### src/rtl/lsu_pkg.sv
// Shared types and helpers for the MEM-stage load/store unit.
// Op/state enums, latched-request bundle, size and alignment helpers.
package lsu_pkg;

   typedef enum logic [2:0] {
      LW  = 3'd0,
      LH  = 3'd1,
      LHU = 3'd2,
      LB  = 3'd3,
      LBU = 3'd4,
      SW  = 3'd5,
      SH  = 3'd6,
      SB  = 3'd7
   } lsu_op_e;

   typedef enum logic [2:0] {
      IDLE,
      LD_RD,
      LD_DATA,
      ST_WR,
      RMW_RD,
      RMW_WR,
      ERR
   } lsu_state_e;

   localparam logic [1:0] SZ_B = 2'd0;
   localparam logic [1:0] SZ_H = 2'd1;
   localparam logic [1:0] SZ_W = 2'd2;

   typedef struct packed {
      lsu_op_e     op;
      logic [1:0]  off;
      logic [31:0] wdata;
   } lsu_req_t;

   function automatic logic is_load(input lsu_op_e op);
      return op inside {LW, LH, LHU, LB, LBU};
   endfunction

   function automatic logic is_store(input lsu_op_e op);
      return !is_load(op);
   endfunction

   function automatic logic [1:0] op_size(input lsu_op_e op);
      logic [1:0] sz;
      sz = SZ_B;
      if (op inside {LW, SW})
         sz = SZ_W;
      else if (op inside {LH, LHU, SH})
         sz = SZ_H;
      return sz;
   endfunction

   function automatic logic misaligned(input lsu_op_e op,
                                       input logic [1:0] off);
      logic m;
      m = 1'b0;
      if (op_size(op) == SZ_W)
         m = (off != 2'b00);
      else if (op_size(op) == SZ_H)
         m = off[0];
      return m;
   endfunction

   // Drop the low offset bits a word/halfword op cannot use.
   function automatic logic [1:0] align_off(input lsu_op_e op,
                                            input logic [1:0] off);
      logic [1:0] o;
      o = off;
      if (op_size(op) == SZ_W)
         o = 2'b00;
      else if (op_size(op) == SZ_H)
         o = {off[1], 1'b0};
      return o;
   endfunction

endpackage

### src/rtl/lsu_lane_align.sv
// Byte-lane logic: load extract/extend, sub-word store merge.
// In: op, addr (byte offset), word (mem_rdata), wdata. Out: ldata, mdata.
module lsu_lane_align
   import lsu_pkg::*;
(
   input  lsu_op_e     op,
   input  logic [1:0]  addr,
   input  logic [31:0] word,
   input  logic [31:0] wdata,
   output logic [31:0] ldata,
   output logic [31:0] mdata
);

   logic [7:0]  b;
   logic [15:0] h;

   always_comb begin
      b     = word[{addr, 3'b000} +: 8];
      h     = word[{addr[1], 4'b0000} +: 16];
      ldata = word;
      mdata = wdata;
      unique case (op)
         LB:  ldata = {{24{b[7]}}, b};
         LBU: ldata = {24'd0, b};
         LH:  ldata = {{16{h[15]}}, h};
         LHU: ldata = {16'd0, h};
         SH: begin
            mdata = word;
            mdata[{addr[1], 4'b0000} +: 16] = wdata[15:0];
         end
         SB: begin
            mdata = word;
            mdata[{addr, 3'b000} +: 8] = wdata[7:0];
         end
         default: ;
      endcase
   end

endmodule

### src/rtl/load_store_unit.sv
// MEM-stage load/store controller driving the word-wide mem_data port.
// Ports: req_* from EX/MEM, resp_* to writeback, mem_* to mem_data, busy.
// LSU_ALIGN_CHECK_EN: misaligned -> ERR; else force-align and execute.
module load_store_unit
   import lsu_pkg::*;
#(
   parameter int ADDR_W = 7
) (
   input  logic              clk,
   input  logic              rst_n,
   input  logic              req_valid,
   output logic              req_ready,
   input  logic [2:0]        req_op,
   input  logic [31:0]       req_addr,
   input  logic [31:0]       req_wdata,
   output logic              resp_valid,
   output logic [31:0]       resp_rdata,
   output logic              resp_err,
   output logic              busy,
   output logic [ADDR_W-1:0] mem_addr,
   output logic              mem_rd,
   output logic              mem_wr,
   output logic [31:0]       mem_wdata,
   input  logic [31:0]       mem_rdata
);

   lsu_state_e  state, state_n;
   lsu_req_t    req_q;
   lsu_op_e     op_in;
   logic        accept;
   logic [31:0] ldata, mdata;

   logic              ready_d, busy_d, rd_d, wr_d;
   logic              rv_d, err_d;
   logic [31:0]       rdata_d, wdata_d;
   logic [ADDR_W-1:0] addr_d;

   // Byte address bits above the word index wrap.
   logic unused_addr;
   assign unused_addr = ^req_addr[31:ADDR_W+2];

   assign op_in  = lsu_op_e'(req_op);
   assign accept = req_valid && req_ready;

   lsu_lane_align u_align (
      .op    (req_q.op),
      .addr  (req_q.off),
      .word  (mem_rdata),
      .wdata (req_q.wdata),
      .ldata (ldata),
      .mdata (mdata)
   );

   always_ff @(posedge clk or negedge rst_n) begin
      if (!rst_n)
         state <= IDLE;
      else
         state <= state_n;
   end

   always_comb begin
      state_n = state;
      unique case (state)
         IDLE: begin
            if (accept) begin
`ifdef LSU_ALIGN_CHECK_EN
               if (misaligned(op_in, req_addr[1:0]))
                  state_n = ERR;
               else
`endif
               if (is_load(op_in))
                  state_n = LD_RD;
               else if (op_in == SW)
                  state_n = ST_WR;
               else
                  state_n = RMW_RD;
            end
         end
         LD_RD:   state_n = LD_DATA;
         LD_DATA: state_n = IDLE;
         ST_WR:   state_n = IDLE;
         RMW_RD:  state_n = RMW_WR;
         RMW_WR:  state_n = IDLE;
`ifdef LSU_ALIGN_CHECK_EN
         ERR:     state_n = IDLE;
`endif
         default: state_n = IDLE;
      endcase
   end

   // Read strobes follow the state being entered so the sync RAM
   // returns data during LD_DATA/RMW_WR; writes and responses are
   // issued as the terminal state retires.
   always_comb begin
      ready_d = (state_n == IDLE);
      busy_d  = (state_n != IDLE);
      rd_d    = (state_n == LD_RD) || (state_n == RMW_RD);
      wr_d    = 1'b0;
      rv_d    = 1'b0;
      err_d   = 1'b0;
      rdata_d = '0;
      wdata_d = mem_wdata;
      addr_d  = mem_addr;
      if (accept)
         addr_d = req_addr[ADDR_W+1:2];
      unique case (state)
         LD_DATA: begin
            rv_d    = 1'b1;
            rdata_d = ldata;
         end
         ST_WR: begin
            rv_d    = 1'b1;
            wr_d    = 1'b1;
            wdata_d = req_q.wdata;
         end
         RMW_WR: begin
            rv_d    = 1'b1;
            wr_d    = 1'b1;
            wdata_d = mdata;
         end
`ifdef LSU_ALIGN_CHECK_EN
         ERR: begin
            rv_d  = 1'b1;
            err_d = 1'b1;
         end
`endif
         default: ;
      endcase
   end

   always_ff @(posedge clk or negedge rst_n) begin
      if (!rst_n) begin
         req_q      <= '0;
         req_ready  <= 1'b1;
         busy       <= 1'b0;
         resp_valid <= 1'b0;
         resp_err   <= 1'b0;
         resp_rdata <= '0;
         mem_rd     <= 1'b0;
         mem_wr     <= 1'b0;
         mem_addr   <= '0;
         mem_wdata  <= '0;
      end else begin
         if (accept) begin
            req_q.op    <= op_in;
            req_q.wdata <= req_wdata;
`ifdef LSU_ALIGN_CHECK_EN
            req_q.off   <= req_addr[1:0];
`else
            req_q.off   <= align_off(op_in, req_addr[1:0]);
`endif
         end
         req_ready  <= ready_d;
         busy       <= busy_d;
         resp_valid <= rv_d;
         resp_err   <= err_d;
         resp_rdata <= rdata_d;
         mem_rd     <= rd_d;
         mem_wr     <= wr_d;
         mem_addr   <= addr_d;
         mem_wdata  <= wdata_d;
      end
   end

endmodule

### config.mk
export PLATFORM = sky130hd
export DESIGN_NAME = load_store_unit
export DESIGN_NICKNAME = d
export VERILOG_FILES = /design/src/rtl/lsu_pkg.sv /design/src/rtl/lsu_lane_align.sv /design/src/rtl/load_store_unit.sv
export SDC_FILE = /design/constraint.sdc
export NUM_CORES = 1
export LEC_CHECK = 0
export CAP_MARGIN = 0
export CORE_ASPECT_RATIO = 0.7
export CORE_MARGIN = 2
export CORE_UTILIZATION = 48
export DETAILED_ROUTE_END_ITERATION = 8
export GPL_TIMING_DRIVEN = 0
export PLACE_DENSITY = 0.79
export SLEW_MARGIN = 20
export SYNTH_ARGS = -nofsm -noshare
export SYNTH_HDL_FRONTEND = slang
export SYNTH_SLANG_ARGS = --single-unit
export TNS_END_PERCENT = 20
### constraint.sdc
create_clock -name clk -period 2.8 [get_ports clk]
set_input_delay 0.56 -clock clk [delete_from_list [all_inputs] [get_ports clk]]
set_output_delay 0.56 -clock clk [all_outputs]
set_load 0.05 [all_outputs]
After elaboration in Yosys (flattened, before gate mapping). Cells that the tools add are included. W data, S select, Z words.

$add $sub $neg: 2. Equality and inequality tests: 21. Shift operators: 6. Multiplexer cells: 19. Reduce and logical (&&, ||, !) cells: 12.

Operators by type and width (count): $pmux W32 S2 (2); $pmux W32 S4 (1); $bwmux W32 (2); $mux W32 (1); $shift A16 B7 Y32 const A (1); $shift A8 B7 Y32 const A (1); $shiftx A16 B7 Y32 (1); $shiftx A32 B6 Y16 (1); $shiftx A32 B6 Y8 (1); $shiftx A8 B7 Y32 (1); $eq A3 B3 Y1 const B (9); $eq A3 B2 Y1 const B (6); $neg A5 Y7 (2); $eq A3 B1 Y1 const B (4); $mux W2 (5); $logic_not A3 Y1 (3); $mux W3 (3); $pmux W3 S3 (1); $reduce_bool A3 Y1 (2); $reduce_bool A5 Y1 (1); $mux W1 (4); $reduce_bool A2 Y1 (2); $reduce_or A3 Y1 (1); $eq A2 B1 Y1 const B (1); 4 further kinds (4).

Flip-flop bits (word level): 116. Bits of input ports: 102. Output and inout bits: 77. Word-level logic and storage cells: 72.

Longest topological paths before layout. Gate-level depths: netlist of run 1.

Depth in word-level cells: 11. Mapped depth: 9. Gate-level depth less buffers: 6.

By module. From an unflattened synthesis of run 1, not the netlist that was laid out.

Cells, all modules: 678. Area, all modules: 6429.9 µm².

Modules (own cells, without submodules): load_store_unit (instances 1, cells an instance 416, area an instance 4544.4 µm²); lsu_lane_align (instances 1, cells an instance 262, area an instance 1885.6 µm²).

Worst setup path before layout of run 1. OpenSTA, ideal clock, no wires.

Path type: register to register. Start point: reg req_q[32] (netlist bit). End point: reg mem_wdata[16]. Data arrival time: 1997 ps. Data required time: 2718 ps. Path slack: 721 ps. Cell stages (with the launch flop): 10. Path through: dfrtp_1 > buf_2 > buf_6 > inv_1 > ha_1 > nor4bb_1 > clkbuf_1 > a22o_1 > a211oi_1 > a31oi_1.

Longest elaborated chain between the ends: 5.

Ends and longest elaborated chain: from (decl) (line load_store_unit.sv:28) `lsu_req_t req_q;`; $neg A5 Y7 * (line lsu_lane_align.sv:33) `mdata[{addr, 3'b000} +: 8] = wdata[7:0];`; $shiftx A8 B7 Y32 / $shift A8 B7 Y32 (equally long branches) (line lsu_lane_align.sv:33); $bwmux W32 * (line lsu_lane_align.sv:33); $pmux W32 S2 * (line lsu_lane_align.sv:22) `unique case (op)`; $pmux W32 S2 * (line load_store_unit.sv:106) `unique case (state)`; to (signal assigned) (line load_store_unit.sv:161) `mem_wdata <= wdata_d;`; to (decl) (line load_store_unit.sv:23) `output logic [31:0] mem_wdata,`.

Mark *: on every way between the ends. The rest lies on a longest branch, timed or not. A chain may end at the register's enable or synchronous reset.

Worst setup path in the final report of run 1.
Start point: reg req_q[33] (netlist bit). End point: reg mem_wdata[11].

Longest elaborated chain between the ends: 5.

Ends and longest elaborated chain: $neg A5 Y7 (on tied branches) (line lsu_lane_align.sv:29, lsu_lane_align.sv:33); $shiftx A16 B7 Y32 (tied with other cells) (line lsu_lane_align.sv:29) `mdata[{addr[1], 4'b0000} +: 16] = wdata[15:0];`; $bwmux W32 (on tied branches) (line lsu_lane_align.sv:29, lsu_lane_align.sv:33); $pmux W32 S2 * (line lsu_lane_align.sv:22); $pmux W32 S2 * (line load_store_unit.sv:106).

Marks and branches as above.

==> results of run 1 <==
-- worst max-delay path by stage --
| stage | startpoint | endpoint | slack (ps) | cells after the start |
|---|---|---|---|---|
| floorplan | req_q[32] | mem_wdata[16] | 720 | 9 |
| global placement | rst_n | mem_addr[6] | -3100 | 1 |
| detailed placement | req_q[32] | mem_wdata[20] | 220 | 9 |
| CTS | req_q[32] | mem_wdata[20] | 190 | 9 |
| global route | req_q[33] | mem_wdata[8] | 50 | 9 |
| finish | req_q[33] | mem_wdata[11] | 230 | 9 |
-- state kept, by name, indices dropped and copies added (netlist names), 3 cells and up --
name	cells
resp_rdata	32
state	3
mem_wdata	32
req_q	37
mem_addr	7
-- repair_timing --
action,4_1_cts,5_1_grt
endpoints found under the setup margin,0,4
gates resized for setup,0,2
setup buffers,0,0
-- cell usage after synthesis (5+ instances only) --
library cell and n:
o22ai_1 16, a21oi_1 28, nand3_1 5, inv_1 7, o221a_2 8, and3_1 7
a22oi_1 5, o21ai_0 15, a21boi_0 7, o32ai_1 7, nor3_1 11, a2bb2oi_1 7
mux4_2 8, a22o_1 8, buf_2 20, mux2_2 39, dfrtp_1 115, nand2_1 55
mux2i_1 44, buf_4 11, ha_1 5, o221ai_1 7, clkbuf_1 11, a31oi_1 12
nor2_1 42, a211oi_1 17, and2_1 5, o21a_1 17
-- power breakdown --
| part | leakage, uW | internal (uW) | switching, uW | total (uW) |
|---|---|---|---|---|
| Combinational | 0.00194 | 2280 | 3900 | 6180 |
| Clock | 0.000280 | 1300 | 773 | 2070 |
| Sequential | 0.00145 | 2380 | 547 | 2930 |
-- critical path, stage by stage, from the launching register on --
cell and delay [ps]:
dfrtp_1 400, buf_4 190, buf_4 180, inv_1 200, ha_1 190, clkbuf_1 360, and3b_1 260, nor2b_1 390
a21oi_1 140, o21ai_0 180
-- through the flow --
stage | setup TNS [ps] | std cells | hold WS, ps
after floorplan | 0 | 592 | 264
after global placement | -357190 | 912 | 488
after detailed placement | 0 | 913 | 491
after CTS | 0 | 943 | 63.6
after global routing | 0 | 943 | 80.8
final | 0 | 943 | 55.2
-- metal layers --
metal	vias to the layer above	GRT usage, %	part of all wire [%]
met1	2927	47.7	46
li1	2546	-	-
met4	0	8.85	1.8
met5	-	0	0
met3	37	6.68	7.5
met2	278	48.7	44
-- cells by family (layout without fill, tap and decap cells) --
kind of cell / Yosys count / in the layout / share of synthesized area, %
other: 1 / 1 / 0.0594
AO/OA/AOI/OAI: 167 / 167 / 19.2
adder cells (fa/ha/maj): 6 / 6 / 1.15
XOR/XNOR: 4 / 4 / 0.852
buffers and inverters: 58 / 243 / 4.78
flip-flops: 116 / 116 / 46.0
multiplexers: 91 / 91 / 16.8
AND/OR/NAND/NOR: 149 / 149 / 11.2
-- area by class of cell --
cell class	instances	area (sq um)
Timing Repair Buffer	155	1570
Fill cell	1015	4350
Tap cell	166	208
Sequential cell	116	2900
Multi-Input combinational cell	418	3110
Inverter	8	30.0
Clock inverter	9	80.1
Clock buffer	21	480
Buffer	50	273
==> key figures, run 1 <==
Layout
  – Diodes inserted: 0
  – Net count, final: approximately 870
  – Design area: approximately 8700 sq um
  – Most common cell after layout, fill and taps aside: clkdlybuf4s50_1
  – Layout cells sized above 1: around 17%
  – Fin util: 66.5%
  – Synth-to-Final Area Change: 37.1%
  – Most frequent cells in the layout: clkdlybuf4s50_1 (153), dfrtp_1 (115), nand2_1 (55), mux2i_1 (44), nor2_1 (42)

Floorplan
  – Ports: between 150 and 200
  – Die H: 100 um
  – FP Rows: 35
  – Die area: 14,100 sq um
  – Starting Density: between 40% and 50%
  – Core Area: roughly 13,000 sq um
  – Die width: about 140 um

Critical path
  – RR Startpoint: req_q[33]
  – Kind of critical path: reg -> reg
  – Critical Path Start Type: flip-flop
  – FF-to-FF setup slack: about 230 ps
  – Worst R2R Path Depth: 9
  – FF-to-FF End: mem_wdata[11]
  – CP Capture Type: flip-flop
  – CP required: between 3000 and 4000 ps
  – WP data arrival: 2900 ps
  – Critical path peak fanout: 10

CTS
  – Total CTS buffers: 17
  – CTS max path bufs: 2
  – Insertion delay to the later sink of the worst-skew pair: around 410 ps
  – CTS Hold Buffers Added: 0
  – Clock sinks: between 100 and 150
  – Clock Tree Root: clkbuf_16
  – TritonCTS clock tree: yes
  – Clock-pin slew on the worst setup and hold paths: around 60 ps
  – CTS HTree Levels: 4

STA
  – Skew final: between 9 and 10 ps
  – Slew Viols, Final: 0
  – Final setup vio count: 0
  – Fmax: about 0.39 GHz
  – Final Hold Viols: 0
  – RSZ-0062 raised after global routing: false
  – Max-slew headroom: 52.5%
  – Post-layout min period: between 2000 and 3000 ps
  – Post-route setup slack: approximately 230 ps
  – Worst-margin pin slew: roughly 710 ps
  – Final Cycle Share: about nine tenths

Yosys
  – Register area share after synthesis: between 40% and 50%
  – Synth Register Bits: 116
  – Synthesized cell area: 6310 sq um
  – Top cells by area, synth: dfrtp_1 (46%), mux2i_1 (7.0%), mux2_2 (7.0%)
  – Synthesized area per cell: 10.7 sq um
  – Async set-reset flop share out of synthesis: 100%
  – Cell taking the most area after synthesis: dfrtp_1
  – EDFF count, synth: 0
  – Syn Nets: about 700
  – Synth cell types: roughly 60
  – Top FF cell, synth: dfrtp_1
  – Mapped Cells: just under 600
  – Yosys top cell area share: a little under half
  – Ys Warns: 0

Job
  – Max_cap viols: 0

Power and ir drop
  – Pleak: about 0.0037 uW
  – Max IR drop VDD: roughly 0.0008 V
  – Pwr per Cell Area: ~1300 nW/um^2
  – Total power: approximately 11,000 uW

Detailed routing
  – TritonRoute pass-1 iters: 5
  – Average wire per standard cell: 23.3 um
  – Initial DRC count: 404
  – Via-to-Cell Ratio: a little over 6
  – Post-route ant nets: 0
  – Post-Route WL: roughly 22 mm
  – DRC: 0
  – Vias: between 5,000 and 6,000

Hold path
  – HP Class: in -> async

Placed design
  – PortBufs: approximately 150
  – Gpl congestion: ~0.93
  – Placed cell areas: slightly above 8000 sq um
  – Estimated wirelength of the detail-placed design: roughly 16 mm
  – Post-Place Setup Slack: between 200 and 250 ps

Outcome
  – Outcome: complete, no violations

Global routing
  – First-pass GRT wire length: 34.1 mm
  – GR Util All Layers: about a third
  – Vias in the first global route: 5,819
  – Remaining Overflow, GRT: 0
  – Antenna violations before repair: 0
  – Pin count of the biggest net entering global routing: 76
Note: power is estimated with default switching activity, not from simulation.
==> inputs of run 2 (changes only) <==
--- a/config.mk
+++ b/config.mk
@@ -10,7 +10,6 @@
 export CORE_MARGIN = 2
 export CORE_UTILIZATION = 48
 export DETAILED_ROUTE_END_ITERATION = 8
-export GPL_TIMING_DRIVEN = 0
 export PLACE_DENSITY = 0.79
 export SLEW_MARGIN = 20
 export SYNTH_ARGS = -nofsm -noshare
==> key figures, run 2 (synthesis gave the netlist of run 1 again) <==
Power and ir drop
  – Max IR drop VDD: 0.000868 V (+5.4%)
  – Total power: 11,100 uW (-0.82%)
  – Gate power share: 52.1% (-3.2 points)
  – Flop pwr share: 27.2% (+1.0 points)
  – Pwr per Cell Area: 1290 nW/um^2 (about the same)
  – Psw: 5040 uW (-3.4%)
  – Clock power share: 20.6% (+2.1 points)
  – Sw Share: 45.5% (-1.2 points)
  – Int Pwr: 6040 uW (+1.4%)
  – Pleak: 0.00359 uW (-2.2%)

CTS
  – Post-CTS setup buffers: 0 (unchanged)
  – TritonCTS clock tree: yes
  – CTS max path bufs: 2 (unchanged)
  – Post-cts sizing count: 0 (unchanged)
  – Clock Tree Root: clkbuf_16
  – Insertion delay to the later sink of the worst-skew pair: 410 ps (about the same)
  – Clock-pin slew on the worst setup and hold paths: 60 ps (about the same)
  – Clock sinks: 116 (unchanged)
  – CTS HTree Levels: 4 (unchanged)
  – Total CTS buffers: 17 (unchanged)
  – CTS Hold Buffers Added: 0 (unchanged)

Global routing
  – Vias in the first global route: 5,701 (-2.0%)
  – Remaining Overflow, GRT: 0 (unchanged)
  – Pin count of the biggest net entering global routing: 62 (-18%)
  – First-pass GRT wire length: 30.9 mm (-9.2%)
  – GR Util All Layers: 28.7% (-3.6 points)
  – Antenna violations before repair: 0 (unchanged)

Floorplan
  – Die H: 100 um (unchanged)
  – Core Area: 13,000 sq um (unchanged)
  – Ports: 179 (unchanged)
  – FP Rows: 35 (unchanged)
  – Die width: 141 um (unchanged)
  – Die area: 14,100 sq um (unchanged)
  – Starting Density: 48.6% (unchanged)

Placed design
  – PortBufs: 154 (unchanged)
  – Gpl congestion: 0.897 (-4.1%)
  – Estimated wirelength of the detail-placed design: 13.9 mm (-14%)

Critical path
  – CP Buf/Inv Count: 1 (-3)
  – WP data arrival: 1740 ps (-1160 ps)
  – Critical path peak fanout: 3 (-7)
  – Slowest cell on crit path: clkdlybuf4s50_1
  – Kind of critical path: reg -> out
  – CP Cell Sequence: clkdlybuf4s50_1
  – Critical Path Start Type: flip-flop
  – Kind of cell adding the most delay to the critical path: buffers and inverters
  – CP required: 2240 ps (-890 ps)
  – CP max stage delay: 800 ps (+400 ps)
  – CP Capture Type: primary output

Detailed routing
  – Via-to-Cell Ratio: 6.07 (-1.0%)
  – Post-route ant nets: 0 (unchanged)
  – Post-Route WL: 19.8 mm (-10%)
  – Initial DRC count: 311 (-23%)
  – Vias: 5,552 (-4.1%)
  – Average wire per standard cell: 21.6 um (-7.3%)
  – DRC: 0 (unchanged)
  – TritonRoute pass-1 iters: 5 (unchanged)

STA
  – Slew Viols, Final: 0 (unchanged)
  – Fmax: 0.434 GHz (+12%)
  – Post-layout min period: 2300 ps (-269 ps)
  – Setup TNS: 0 ps (unchanged)
  – RSZ-0062 raised after global routing: false
  – Final Hold Viols: 0 (unchanged)
  – Worst-margin pin slew: 661 ps (-51.7 ps)
  – Skew final: 10.3 ps (+1.02 ps)
  – Max-slew headroom: 56.0% (+3.4 points)
  – Final setup vio count: 0 (unchanged)
  – Final Cycle Share: 82.2% (-9.6 points)

Layout
  – Largest reg by FF count: req_q
  – Most frequent cells in the layout: clkdlybuf4s50_1 (153), dfrtp_1 (114), nand2_1 (55), mux2i_1 (44), nor2_1 (42)
  – Net count, final: 842 (-3.6%)
  – Most common cell after layout, fill and taps aside: clkdlybuf4s50_1
  – Layout cells sized above 1: 15.6% (-1.3 points)
  – Synth-to-Final Area Change: 35.9%
  – Diodes inserted: 0 (unchanged)
  – Largest registers: req_q (37), mem_wdata (32), resp_rdata (32)
  – Max reg flops: 37 (unchanged)
  – FILL cells: 976 (-3.8%)

Hold path
  – HP Class: in -> async

Job
  – Max_cap viols: 0 (unchanged)

Outcome
  – Outcome: complete, no violations
## run 2: layer usage
metal / vias up / track usage [%] / routed length, um
met2: 285 / 45.1 / 9120
met5: - / 0 / 0
met1: 2754 / 39.2 / 8510
met4: 0 / 9.00 / 393
met3: 36 / 7.87 / 1740
li1: 2477 / - / -
## run 2: final timing paths
kind | from | end | slack (ps) | depth (start not counted)
setup reg to reg | req_q[34] | mem_wdata[30] | 520 | 5
hold reg to reg | req_q[26] | req_q[26] | 500 | 1
hold / removal | rst_n | resp_rdata[19] | 120 | 1
max in group asynchronous | rst_n | req_ready | 1970 | 2
setup / recovery | req_ready | req_ready | 500 | 1
min in group clk | req_q[26] | req_q[26] | 500 | 1
## run 2: area by class of cell
type | count | area [sq um] | area share [%]
clock inverters | 13 | 183 | 2.13
clock buffers | 19 | 433 | 5.04
well taps | 166 | 208 | 2.42
repair buffers | 174 | 1710 | 20.0
flip-flops and latches | 116 | 2910 | 33.8
inverters | 8 | 30.0 | 0.350
multi-input cells | 418 | 3110 | 36.2
## run 2: metrics by stage
step                      hold WS [ps]  utilization (%)  area, sq um  instances  setup WS (ps)
final                              125             66.0         8580        914            498
after global routing               144             66.0         8580        914            388
after CTS                          137             66.0         8580        914            488
after detailed placement           491             61.3         7970        882            319
after global placement             490             61.3         7970        882            402
after floorplan                    264                -         6310        592            721
## run 2: power groups by stage
stage          clock (uW)  combinational (uW)  sequential (uW)
2_1_floorplan           0                2780             4190
3_3_place_gp            0                5600             2970
3_5_place_dp            0                5720             3020
4_1_cts              2300                5760             3000
5_1_grt              2400                6110             3090
6_report             2290                5780             3020
==> inputs of run 3 (changes only) <==
--- a/config.mk
+++ b/config.mk
@@ -8,9 +8,9 @@
 export CAP_MARGIN = 0
 export CORE_ASPECT_RATIO = 0.7
 export CORE_MARGIN = 2
-export CORE_UTILIZATION = 48
+export CORE_UTILIZATION = 44
 export DETAILED_ROUTE_END_ITERATION = 8
-export PLACE_DENSITY = 0.79
+export PLACE_DENSITY = 0.77
 export SLEW_MARGIN = 20
 export SYNTH_ARGS = -nofsm -noshare
 export SYNTH_HDL_FRONTEND = slang
==> constraint.sdc (replaced) <==
create_clock -name clk -period 1.9 [get_ports clk]
set_input_delay 0.38 -clock clk [delete_from_list [all_inputs] [get_ports clk]]
set_output_delay 0.38 -clock clk [all_outputs]
set_load 0.05 [all_outputs]
==> key figures, run 3 (synthesis gave the netlist of run 1 again) <==
Outcome
  – Outcome: complete, no violations

Layout
  – Layout cells sized above 1: 28.9% (+13 points)
  – Fin util: 64.1% (-1.9 points)
  – Footprint of the multi-input gates: 3150 sq um (+1.2%)
  – Most common cell after layout, fill and taps aside: buf_4
  – Seq. cell area: 2910 sq um (unchanged)
  – Net count, final: 899 (+6.8%)
  – Max reg flops: 37 (unchanged)
  – Most frequent cells in the layout: buf_4 (126), dfrtp_1 (114), clkdlybuf4s50_1 (77), nand2_1 (55), mux2i_1 (44)
  – Diodes inserted: 0 (unchanged)
  – Synth-to-Final Area Change: 41.7%
  – Largest registers: req_q (37), mem_wdata (32), resp_rdata (32)
  – Design area: 8950 sq um (+4.3%)
  – Final Non-Filler Cells: 995 (+8.9%)
  – FILL cells: 1,142 (+17%)
  – Largest reg by FF count: req_q

Critical path
  – Slowest cell on crit path: a31oi_4
  – Critical path peak fanout: 16 (+13)
  – CP max stage delay: 480 ps (-320 ps)
  – CP required: 2240 ps (about the same)
  – Critical Path Start Type: flip-flop
  – Worst R2R Path Depth: 5 (unchanged)
  – CP Cell Sequence: buf_4, mux2i_1, a211o_1, a31oi_4, o21a_1
  – CP Capture Type: flip-flop
  – RR Startpoint: req_q[33]
  – Setup crit start: req_q[33]
  – FF-to-FF setup slack: 70 ps (-450 ps)
  – Kind of critical path: reg -> reg
  – WP data arrival: 2170 ps (+430 ps)

STA
  – Post-route setup slack: 70.0 ps (-428 ps)
  – Final Hold Viols: 0 (unchanged)
  – Fmax: 0.546 GHz
  – Final Cycle Share: a little over nine tenths
  – Worst-margin pin slew: 770 ps (+109 ps)
  – Post-layout min period: between 1500 and 2000 ps
  – Final setup vio count: 0 (unchanged)
  – Skew final: 12.2 ps (+1.90 ps)
  – RSZ-0062 raised after global routing: true
  – Max-slew headroom: 48.6% (-7.4 points)
  – Setup TNS: 0 ps (unchanged)
  – Slew Viols, Final: 0 (unchanged)

Floorplan
  – Die width: 147 um (+4.3%)
  – Ports: 179 (unchanged)
  – Die H: 104 um (+4.3%)
  – Die area: 15,300 sq um (+8.8%)
  – FP Rows: 36 (+2.9%)
  – Core Area: 14,000 sq um (+7.4%)
  – Starting Density: 45.2% (-3.3 points)

Global routing
  – GR Util All Layers: 28.6% (-0.16 points)
  – Pin count of the biggest net entering global routing: 45 (-27%)
  – Antenna violations before repair: 1 (+1)
  – Vias in the first global route: 5,835 (+2.4%)
  – First-pass GRT wire length: 33.5 mm (+8.2%)
  – Remaining Overflow, GRT: 0 (unchanged)

Detailed routing
  – TritonRoute pass-1 iters: 5 (unchanged)
  – Vias: 5,801 (+4.5%)
  – Post-route ant nets: 0 (unchanged)
  – DRC: 0 (unchanged)
  – Via-to-Cell Ratio: 5.83 (-4.0%)
  – Average wire per standard cell: 21.3 um (-1.3%)
  – Initial DRC count: 410 (+32%)
  – Post-Route WL: 21.2 mm (+7.5%)

Power and ir drop
  – Max IR drop VDD: 0.00104 V (+20%)
  – Pleak: 0.00404 uW (+12%)
  – Pwr per Cell Area: 1850 nW/um^2 (+43%)

CTS
  – CTS max path bufs: 2 (unchanged)
  – Clock sinks: 116 (unchanged)
  – TritonCTS clock tree: yes
  – CTS HTree Levels: 4 (unchanged)
  – Insertion delay to the later sink of the worst-skew pair: 420 ps (about the same)
  – Clock Tree Root: clkbuf_16
  – Clock-pin slew on the worst setup and hold paths: 60 ps (about the same)
  – Total CTS buffers: 17 (unchanged)

Placed design
  – Gpl congestion: 0.865 (-3.5%)
  – Placed cell areas: 8330 sq um (+4.6%)
  – Estimated wirelength of the detail-placed design: 15.8 mm (+14%)
  – PortBufs: 154 (unchanged)
  – Placed cell count: 960 (+8.8%)
  – Post-Place Setup Slack: -319 ps (-638 ps)

Job
  – Max_cap viols: 0 (unchanged)

Hold path
  – HP Class: in -> async
run 3: what timing repair did:
item / in CTS / in global routing
endpoints found under the hold margin: 26 / 0
buffers inserted: 2 / 0
hold buffers: 1 / 0
gates resized for setup: 21 / 4
pin swaps: 0 / 0
setup endpoints to repair: 29 / 9
run 3: final cells by class:
type                    count  area share, %
clock buffers              23           5.23
repair buffers            231           22.7
inverters                   8          0.335
clock inverters             9           1.47
flip-flops and latches    116           32.5
multi-input cells         418           35.2
well taps                 190           2.66
run 3: per-stage QoR:
| stage | hold WS [ps] | power, uW |
|---|---|---|
| 2_1_floorplan | 84.4 | 10300 |
| 3_3_place_gp | 332 | 13000 |
| 3_5_place_dp | 337 | 13300 |
| 4_1_cts | 449 | 16500 |
| 5_1_grt | 475 | 17400 |
| 6_report | 439 | 16500 |
run 3: power by group:
group,switching [uW],internal [uW],leakage (uW)
Sequential,939,3510,0.00145
Clock,1140,2130,0.000283
Combinational,5480,3340,0.00230
Total,7560,8980,0.00404
run 3: critical path, delay by kind of cell (launching register included):
kind	cells	cell delay (ps)
compound gates	3	1040
flops	1	430
buf+inv	1	160
mux	1	130
run 3: worst paths after layout:
path	end
hold / removal	mem_wdata[20]
hold reg to reg	req_q[26]
setup / recovery	resp_rdata[17]
min in group clk	req_q[26]
max in group asynchronous	req_ready
setup reg to reg	resp_rdata[17]
run 3: metal layers:
layer	routed length [um]	vias to the layer above	global-route usage, %	part of all wire (%)
met5	15	-	0	0.071
met4	334	2	6.25	1.6
met3	1820	29	8.25	8.6
met2	9380	274	42.1	44
met1	9690	2891	41.9	46
li1	-	2605	-	-
